[src/rtl/regfile_writeback.sv]
// Write-side front end for the 32x32 register file.
// Merges single-cycle ALU results with queued long-latency results onto one
// registered write port, and keeps a pending scoreboard for outstanding long writes.
module regfile_writeback #(
    parameter int unsigned DEPTH        = 2,
    parameter int unsigned STARVE_LIMIT = 4
) (
    input  logic        clk,
    input  logic        rst,
    input  logic        iss_valid,
    input  logic        iss_long,
    input  logic [4:0]  iss_rd,
    input  logic [4:0]  qry_addr1,
    input  logic [4:0]  qry_addr2,
    output logic        qry_busy1,
    output logic        qry_busy2,
    input  logic        alu_valid,
    output logic        alu_ready,
    input  logic [4:0]  alu_rd,
    input  logic [31:0] alu_data,
    input  logic        lng_valid,
    output logic        lng_ready,
    input  logic [4:0]  lng_rd,
    input  logic [31:0] lng_data,
    output logic        we,
    output logic [4:0]  WriteAddr,
    output logic [31:0] WriteData
);

    localparam int unsigned PTR_W = (DEPTH > 1) ? $clog2(DEPTH) : 1;
    localparam int unsigned CNT_W = PTR_W + 1;
    localparam int unsigned AGE_W = $clog2(STARVE_LIMIT + 1);

    logic [31:0]      pending;
    logic [31:0]      pending_next;
    logic [4:0]       fifo_rd   [DEPTH];
    logic [31:0]      fifo_data [DEPTH];
    logic [PTR_W-1:0] wr_ptr;
    logic [PTR_W-1:0] rd_ptr;
    logic [CNT_W-1:0] count;
    logic [AGE_W-1:0] age;

    logic fifo_nonempty;
    logic force_head;
    logic alu_take;
    logic pop;
    logic push;
    logic [4:0]  head_rd;
    logic [31:0] head_data;

    assign fifo_nonempty = (count != '0);
    // A head that has waited STARVE_LIMIT cycles locks the ALU out for one cycle.
    assign force_head    = fifo_nonempty && (age == AGE_W'(STARVE_LIMIT));
    assign alu_ready     = ~force_head;
    assign lng_ready     = (count != CNT_W'(DEPTH));
    assign alu_take      = alu_valid & ~force_head;
    assign pop           = ~alu_take & fifo_nonempty;
    assign push          = lng_valid & lng_ready;
    assign head_rd       = fifo_rd[rd_ptr];
    assign head_data     = fifo_data[rd_ptr];

    // Scoreboard lookups see only registered state, never this cycle's set/clear.
    assign qry_busy1 = pending[qry_addr1];
    assign qry_busy2 = pending[qry_addr2];

    // Pending bitmap next state: clear on long write-back, then set on issue (set wins).
    always_comb begin
        pending_next = pending;
        if (pop && (head_rd != 5'd0)) begin
            pending_next[head_rd] = 1'b0;
        end
        if (iss_valid && iss_long && (iss_rd != 5'd0)) begin
            pending_next[iss_rd] = 1'b1;
        end
        pending_next[0] = 1'b0;
    end

    // Scoreboard register.
    always_ff @(posedge clk) begin
        if (rst) begin
            pending <= '0;
        end else begin
            pending <= pending_next;
        end
    end

    // FIFO storage; contents are don't-care while the slot is not counted.
    always_ff @(posedge clk) begin
        if (push) begin
            fifo_rd[wr_ptr]   <= lng_rd;
            fifo_data[wr_ptr] <= lng_data;
        end
    end

    // FIFO pointers and occupancy.
    always_ff @(posedge clk) begin
        if (rst) begin
            wr_ptr <= '0;
            rd_ptr <= '0;
            count  <= '0;
        end else begin
            if (push) begin
                wr_ptr <= wr_ptr + PTR_W'(1);
            end
            if (pop) begin
                rd_ptr <= rd_ptr + PTR_W'(1);
            end
            if (push && !pop) begin
                count <= count + CNT_W'(1);
            end else if (pop && !push) begin
                count <= count - CNT_W'(1);
            end
        end
    end

    // Head age: counts cycles the head is passed over, saturating at the limit.
    always_ff @(posedge clk) begin
        if (rst) begin
            age <= '0;
        end else if (!fifo_nonempty || pop) begin
            age <= '0;
        end else if (age != AGE_W'(STARVE_LIMIT)) begin
            age <= age + AGE_W'(1);
        end
    end

    // Registered write port; rd=0 still takes the slot but does not write.
    always_ff @(posedge clk) begin
        if (rst) begin
            we        <= 1'b0;
            WriteAddr <= 5'd0;
            WriteData <= 32'd0;
        end else if (alu_take) begin
            we        <= (alu_rd != 5'd0);
            WriteAddr <= alu_rd;
            WriteData <= alu_data;
        end else if (pop) begin
            we        <= (head_rd != 5'd0);
            WriteAddr <= head_rd;
            WriteData <= head_data;
        end else begin
            we        <= 1'b0;
        end
    end

endmodule

[config.mk]
export PLATFORM = sky130hd
export DESIGN_NAME = regfile_writeback
export DESIGN_NICKNAME = d
export VERILOG_FILES = /design/src/rtl/regfile_writeback.sv
export SDC_FILE = /design/constraint.sdc
export NUM_CORES = 1
export LEC_CHECK = 0
export BUFFER_PORTS_ARGS = -buffer_cell sky130_fd_sc_hd__buf_4
export CORE_ASPECT_RATIO = 1.5
export CORE_MARGIN = 2
export CORE_UTILIZATION = 37
export DETAILED_ROUTE_END_ITERATION = 16
export PLACE_DENSITY = 0.62
export SLEW_MARGIN = 5
export SYNTH_ARGS = -nofsm -noshare
export SYNTH_HDL_FRONTEND = slang
export SYNTH_SLANG_ARGS = --single-unit
[constraint.sdc]
create_clock -name clk -period 4.3 [get_ports clk]
set_input_delay 0.43 -clock clk [delete_from_list [all_inputs] [get_ports clk]]
set_output_delay 0.43 -clock clk [all_outputs]
set_load 0.03 [all_outputs]
======== After elaboration in Yosys (flattened, before gate mapping) ========
Memory sizes are Yosys's and may differ from the RTL's. A register that Yosys moved wholly into a read port is not among the register bits.
Index checks and enable logic that the tools add are counted.
operators by class
  add/subtract/negate cells ............... 5
  $lt $le $gt $ge ......................... 6
  eq/ne operators ......................... 3
  mux-type cells .......................... 24
  bitwise logic cells ..................... 8
  reductions and logical operators ........ 19
operator list
  cell                   count
  $mux W32               4
  $and A32 B32 Y32       1
  $not A32 Y32           1
  $or A32 B32 Y32        1
  $lt A5 B6 Y1 const B   4
  $reduce_bool A5 Y1     3
  $mux W1                12
  $bmux W1 S5            2
  $demux W1 S5           2
  $ge A5 B1 Y1 const B   2
  $mux W5                2
  $logic_and A1 B1 Y1    8
  $reduce_bool A2 Y1     3
  $mux W2                2
  $add A3 B1 Y3 const B  1
  $and A1 B1 Y1          3
  $eq A3 B3 Y1 const B   1
  $logic_not A1 Y1       3
  $ne A3 B3 Y1 const B   1
  $add A1 B1 Y1 const B  2
  $add A2 B1 Y2 const B  1
  $ne A2 B2 Y1 const B   1
  $not A1 Y1             2
  $reduce_or A2 Y1       1
  other kinds (2)        2
word-level totals
  register bits after elaboration ......... 77
  RAM bits ................................ 74
  input port bits ......................... 95
  output and inout bits ................... 42
  memories kept ........................... 2
memories
  name       depth  width  read ports  clocked after memory_dff  write ports  RTL line  RTL
  fifo_data  2      32     1           1                         1            37        logic [31:0] fifo_data [DEPTH];
  fifo_rd    2      5      1           1                         1            36        logic [4:0] fifo_rd [DEPTH];

======== Logic depth before layout (Yosys ltp) ========
Gate-level depths: netlist of run 1.
  word-level depth ........................ 10
  mapped depth ............................ 10
  depth with buffers taken out ............ 9

======== Worst setup path after synthesis of run 1 ========
Ideal clock, no wire load.
  kind .................................... reg2reg
  start ................................... reg count[0]
  end ..................................... mem fifo_data[0][0] (enable)
  setup time .............................. 431 ps
  data arrival time ....................... 2511 ps
  data required time ...................... 3869 ps
  path slack .............................. 1358 ps
  stages on the path, launching flop included .. 5
  cells stage by stage .................... dfxtp_1 buf_2 nand2b_1 nand2_1 nor2_1
between the ends
  longest elaborated chain between the ends .. 4
ends and longest elaborated chain
  what                           RTL line  RTL
  start: declaration             40        logic [CNT_W-1:0] count;
  start signal: assignment       109       count <= count + CNT_W'(1);
  start signal: assignment       111       count <= count - CNT_W'(1);
  $ne A2 B2 Y1                   55        assign lng_ready = (count != CNT_W'(DEPTH));
  named net lng_ready            22        output logic lng_ready,
  $and A1 B1 Y1                  58        assign push = lng_valid & lng_ready;
  $mux W1                        89        if (push) begin
  $mux W1 (implied by the code)  91        fifo_data[wr_ptr] <= lng_data;
  end: declaration               37
The timed path passes the listed nets, and every way through them passes these cells.

======== Final worst setup path of run 1 ========
  start ................................... reg age[0]
  end ..................................... reg WriteData[1]
between the ends
  longest elaborated chain between the ends .. 7
  elaborated cells on any way between the ends .. 8
  those cells by class .................... eq/ne: 1; mux: 1; bitwise: 4; reduce/logical: 2
ends and longest elaborated chain
  what                                 RTL line  RTL
  start: declaration                   41        logic [AGE_W-1:0] age;
  start signal: assignment             123       age <= age + AGE_W'(1);
  $eq A3 B3 Y1 *                       53        assign force_head = fifo_nonempty && (age == AGE_W'(STARVE_LIMIT));
  $logic_and A1 B1 Y1 *                53
  $not A1 Y1 *                         56        assign alu_take = alu_valid & ~force_head;
  $and A1 B1 Y1 *                      56
  $not A1 Y1                           57        assign pop = ~alu_take & fifo_nonempty;
  $and A1 B1 Y1                        57
  $reduce_bool A2 Y1 (no source line)  --
  end signal: assignment               136       WriteData <= alu_data;
  end signal: assignment               140       WriteData <= head_data;
  end: declaration                     27        output logic [31:0] WriteData
Mark *: on every way between the ends. The rest lies on a longest branch, timed or not.
A chain may end at the register's enable or synchronous reset.

==> flow_summary.toml, run 1 <==
[cells_and_area]
area_growth_pct = 25.5
multi_input_area_mm2 = 0.00270
utilization = 0.472
drive_above_1_share = 0.280
fill_cells = 1632
n_antenna_cell = 0
nets = 832
regArea_mm2 = 0.00376

[floorplan]
dieArea_mm2 = 0.0192
io_pins = 137
die_h_um = 169
fp.coreArea_mm2 = 0.0178
dieWidth_um = 114
fp-row-count = 60
initial_core_util = 0.376

[worst_setup_path]
start_kind = "flip-flop"
r2r_setup_slack_ps = 1800
crit_arrival_ps = 2840
endpoint_kind = "flip-flop"
rr_startpoint = "age[0]$_SDFFE_PP0P_"
crit_path_start = "age[0]$_SDFFE_PP0P_"
criticalPathCategory = "flip-flop to flip-flop"
worstPathMaxFanout = 31
r2r_cells = 7
r2r-end = "WriteData[1]$_SDFFE_PP0P_"
cp.required_ps = 4640

[synthesis]
syn_area_mm2 = 0.00668
ys_warn_count = 0
synth_area_leader_cell = "edfxtp_1"
ys_ff_latch = 151
synth-edff-count = 74
ys.flop_type = "dfxtp_1"
async_reset_ff_frac = 0
synth.most_common_cell = "a21oi_1"
synthDistinctLibCells = 44
synth.area.top_cells = "edfxtp_1 (33%), dfxtp_1 (23%), a21oi_1 (6.7%), mux2i_1 (5.1%), nand2_1 (4.0%)"
synth.cells.most_frequent = "a21oi_1 (89), dfxtp_1 (77), edfxtp_1 (74), nand2_1 (72), o21ai_0 (39)"
yosys.area.top_type_share = 0.333
syn_area_per_cell_um2 = 10.9
yosysSeqAreaShare = 0.563
synthesis.nets = 711
syn_inst = 613

[detailed_routing]
drt-total-wl_mm = 16.9
ant_nets = 0
wl_per_cell_um = 17.5
met2RoutedLength_mm = 8.77
wl_met3_mm = 1.03
top_layer_used = "met4"
drt_iter0_drc = 429
drtPass1Iterations = 5
drc_errors = 0
wl_met1_mm = 6.80
vias_per_cell = 5.35
vias = 5162

[clock_tree]
post_cts.repair.setup_buffers = 0
cts_tree = "built"
htreeDepth = 4
insertion_delay_ps = 420
clk_path_buf_depth = 2
cts_inserted_buffers = 17
cts_resized = 0
cts_root_buffer = "clkbuf_16"
postCtsHoldBufs = 0
numClockSinks = 151
clkTransAtPathRegs_ps = 70

[global_routing]
grt_usage = 0.175
grt-ovfl-total = 0
grt_pass1_wl_mm = 26.3
grt_max_degree = 78
grt_pass1_vias = 5102
antenna_found_initial = 0

[outcome]
outcome = "finished, final reports clean"

[timing]
worstMarginPinSlew_ps = 1100
setup_viol = 0
finalCriticalPeriod_ps = 2500
finClkSkew_ps = 16.8
hold_viol_final = 0
finalCritPeriodShare = 0.582
slew_violations = 0
fmax_mhz = 399
grt_setup_unrepaired = "false"
slew_headroom = 0.268
fin_tns_setup_ps = 0

[flow_run]
maxCapViolCount = 0

[placed_design]
buffer_ports.inserted = 136
gp_congestion = 0.884
hpwl_mm = 11.8

[min_path]
holdCritPathClass = "input pin to flip-flop"
holdPathEnd = "fifo_data[1][22]$_DFFE_PP_"
hp-start = "lng_data[22]"
hold_depth = 1

[pwr]
cellPowerDensity_mw_per_mm2 = 520
leakage_nw = 3.14
ir_worst_vdd_uv = 326
==> logic make-up (layout without fill, tap and decap cells) <==
kind of cell | Yosys count | in the layout | share of synthesized area
AO/OA/AOI/OAI | 186 | 186 | 0.157
AND/OR/NAND/NOR | 161 | 161 | 0.123
flip-flops | 151 | 151 | 0.563
multiplexers | 63 | 63 | 0.110
buffers and inverters | 44 | 178 | 0.0341
XOR/XNOR | 5 | 5 | 0.00655
adder cells (fa/ha/maj) | 3 | 3 | 0.00562
==> critical path, cell delays in order (launching register included) <==
cell,delay [ps]
dfxtp_1,370
inv_1,60
ha_1,250
o211ai_2,90
buf_4,290
and2_1,910
a22oi_1,240
a21oi_1,210
==> placed cells by master (no fill, tap or decap), types with 2 or more instances in the layout <==
cell type | netlist | final
inv_6 | 0 | 4
nor4_1 | 3 | 3
o21ai_1 | 18 | 18
mux4_2 | 6 | 6
dfxtp_1 | 77 | 76
nor2_4 | 1 | 2
nand4_1 | 2 | 2
nor2b_1 | 5 | 5
bufinv_16 | 0 | 2
clkbuf_1 | 14 | 2
a22oi_1 | 26 | 26
o2111ai_1 | 2 | 2
nand2b_1 | 5 | 5
a21oi_1 | 89 | 89
mux2_2 | 23 | 23
nor3b_1 | 11 | 11
o211ai_2 | 2 | 2
nand3b_1 | 4 | 4
or3_1 | 2 | 2
edfxtp_1 | 74 | 74
o21ai_0 | 39 | 39
ha_1 | 3 | 3
nor2_1 | 15 | 14
a211oi_1 | 2 | 2
and3b_1 | 7 | 7
mux2i_1 | 34 | 34
xor2_1 | 3 | 3
nand3_1 | 9 | 9
and3_1 | 17 | 16
clkinvlp_4 | 0 | 5
buf_4 | 8 | 140
inv_1 | 6 | 6
clkbuf_16 | 0 | 17
nand2_1 | 72 | 72
xnor2_1 | 2 | 2
nor3_1 | 3 | 3
o211ai_1 | 4 | 4
==> sequential cells by signal, summed over array words and instances, names as in the netlist, named ones only <==
| name | flops |
|---|---|
| WriteAddr | 5 |
| we | 1 |
| pending | 31 |
| count | 2 |
| WriteData | 32 |
| age | 3 |
| rd_ptr | 1 |
| wr_ptr | 1 |
| fifo_data | 64 |
| fifo_rd | 10 |
==> through the flow <==
stage / std cells / power (mW) / hold WS, ps / setup WS [ps] / area (um^2)
after CTS: 964 / 4.40 / 179 / 1810 / 8390
after global routing: 964 / 4.57 / 178 / 1550 / 8390
final: 964 / 4.37 / 194 / 1800 / 8390
after detailed placement: 932 / 2.95 / 445 / 1750 / 7810
after global placement: 932 / 2.91 / 442 / 1990 / 7810
after floorplan: 613 / 2.59 / 460 / 1360 / 6680
==> power by group <==
group          switching [mW]  total, mW  internal (mW)
logic                   0.655       1.07          0.417
registers               0.110       1.84           1.73
clock network           0.594       1.46          0.861
total                    1.36       4.37           3.01
==> routing by layer <==
| metal | vias up | track usage |
|---|---|---|
| li1 | 2516 | - |
| met5 | - | 0 |
| met2 | 170 | 0.307 |
| met3 | 18 | 0.0408 |
| met4 | 0 | 0.0657 |
| met1 | 2458 | 0.207 |
==> final cells by class <==
| cell class | count | area share |
|---|---|---|
| flip-flops and latches | 151 | 0.449 |
| multi-input cells | 418 | 0.322 |
| repair buffers | 140 | 0.125 |
| clock buffers | 19 | 0.0516 |
| well taps | 217 | 0.0324 |
| clock inverters | 13 | 0.0174 |
| inverters | 6 | 0.00268 |
==> worst max-delay path by stage <==
stage | end | cells after the start
after floorplan | fifo_data[0][0]$_DFFE_PP_ | 4
after global placement | WriteAddr[3]$_SDFFE_PP0P_ | 7
after detailed placement | WriteData[1]$_SDFFE_PP0P_ | 7
after CTS | WriteData[1]$_SDFFE_PP0P_ | 7
after global routing | we$_SDFF_PP0_ | 7
final | WriteData[1]$_SDFFE_PP0P_ | 7
Power figures use the tool's default switching activity.
==> run 2: changes to the inputs <==
clock period = 2.65 ns   (was 4.3 ns; I/O delays follow)
==> run 2 against run 1 <==
Critical path depth is 3 lower. Cell area is 0.30% higher. Die area stayed put. Sequential cell count stayed put. First-iteration DRC count is 4.0% lower. Combinational power is 64% higher.
==> flow_summary.toml, run 2 (synthesis gave the netlist of run 1 again) <==
[pwr]
ir_worst_vdd_uv = 449
p_switching_mw = 2.32
pwr-share-comb = 0.248
cellPowerDensity_mw_per_mm2 = 839
swShare = 0.328
clock_power_share = 0.324
intPower_mw = 4.74
seqPwrFrac = 0.428
leakage_nw = 3.18

[worst_setup_path]
crit_arrival_ps = 2330
crit_buf_inv = 1
crit_chain = "buf_4 -> mux2_2 -> a22oi_1 -> a21oi_1"
critPathSlowestCell = "dfxtp_2"
start_kind = "flip-flop"
endpoint_kind = "flip-flop"
cp_top_family = "flip-flops"
criticalPathCategory = "flip-flop to flip-flop"
max_stage_delay_ps = 790
worstPathMaxFanout = 36
cp.required_ps = 2910

[clock_tree]
cts_root_buffer = "clkbuf_16"
insertion_delay_ps = 420
cts_inserted_buffers = 17
cts_resized = 0
postCtsHoldBufs = 0
post_cts.repair.setup_buffers = 0
clk_path_buf_depth = 2
numClockSinks = 151
clkTransAtPathRegs_ps = 70
cts_tree = "built"
htreeDepth = 4

[cells_and_area]
layout.cells.non_filler = 970
reg_top3 = "fifo_data (64), WriteData (32), pending (31)"
nets = 838
drive_above_1_share = 0.287
layout.cells.most_common = "buf_4"
area_growth_pct = 25.9
top_register = "fifo_data"
final_cell_mix = "buf_4 (146), a21oi_1 (89), dfxtp_1 (76)"
n_antenna_cell = 0
largest_register_ffs = 64
fill_cells = 1632

[detailed_routing]
drt_iter0_drc = 412
drtPass1Iterations = 5
wl_per_cell_um = 18.2
drc_errors = 0
ant_nets = 0
vias_per_cell = 5.49
drt-total-wl_mm = 17.6
vias = 5330

[floorplan]
initial_core_util = 0.376
dieWidth_um = 114
die_h_um = 169
dieArea_mm2 = 0.0192
fp.coreArea_mm2 = 0.0178
io_pins = 137
fp-row-count = 60

[timing]
fin_tns_setup_ps = 0
worst_slack_ps = 575
setup_viol = 0
fmax_mhz = 482
whs_ps = 27.5
grt_setup_unrepaired = "false"
slew_violations = 0
finalCriticalPeriod_ps = 2070
finalCritPeriodShare = 0.783
finClkSkew_ps = 8.62
slew_headroom = 0.441
hold_viol_final = 0
worstMarginPinSlew_ps = 838

[placed_design]
hpwl_mm = 12.5
buffer_ports.inserted = 136
placed_cells_incl_taps = 938
gp_congestion = 0.898
place_ws_ps = 599

[global_routing]
grt-ovfl-total = 0
grt_usage = 0.187
antenna_found_initial = 0
grt_max_degree = 78
grt_pass1_wl_mm = 28.0
grt_pass1_vias = 5567

[outcome]
outcome = "finished, final reports clean"

[flow_run]
maxCapViolCount = 0

[min_path]
holdCritPathClass = "input pin to flip-flop"
run 2: cell types whose count changed in the layout (fill, tap and decap cells not counted), sizes merged:
| cell | change |
|---|---|
| clkbuf | -1 |
| inv | +6 |
| clkinvlp | -3 |
| bufinv | -2 |
| buf | +6 |
run 2: power groups by stage:
stage	Sequential (mW)	Clock, mW	Combinational [mW]
after detailed placement	3.07	0	1.75
after floorplan	3.16	0	1.05
after global routing	3.06	2.44	1.90
final	3.02	2.29	1.75
after global placement	3.05	0	1.71
after CTS	3.02	2.33	1.76
run 2: final cells by class:
cell class	instances	area, um^2	area share
Sequential cell	151	3760	0.447
Multi-Input combinational cell	418	2700	0.321
Timing Repair Buffer	146	1100	0.130
Clock buffer	18	429	0.0510
Tap cell	217	272	0.0323
Clock inverter	14	130	0.0155
Inverter	6	22.5	0.00268
run 2: per-layer routing:
metal | vias up | part of all wire | track usage | wire length (um)
met1 | 2599 | 0.39 | 0.202 | 6810
met5 | - | 0 | 0 | 0
li1 | 2527 | - | - | -
met4 | 0 | 0.017 | 0.0657 | 298
met2 | 182 | 0.54 | 0.347 | 9470
met3 | 22 | 0.059 | 0.0498 | 1050
run 2: worst paths after layout:
| path | from | endpoint | slack (ps) | cells after the start |
|---|---|---|---|---|
| max reg2reg | flip-flop | WriteData[25]$_SDFFE_PP0P_ | 580 | 4 |
| min reg2reg | WriteData[1]$_SDFFE_PP0P_ | WriteData[1]$_SDFFE_PP0P_ | 450 | 2 |
| min | lng_data[26] | fifo_data[0][26]$_DFFE_PP_ | 30 | 1 |
| max | flip-flop | WriteData[25]$_SDFFE_PP0P_ | 580 | 4 |
run 2: stage by stage:
stage	area, um^2	power (mW)	utilization
after floorplan	6690	4.21	-
after global placement	7860	4.76	0.441
after detailed placement	7860	4.82	0.441
after CTS	8410	7.12	0.473
after global routing	8410	7.40	0.473
final	8410	7.06	0.473
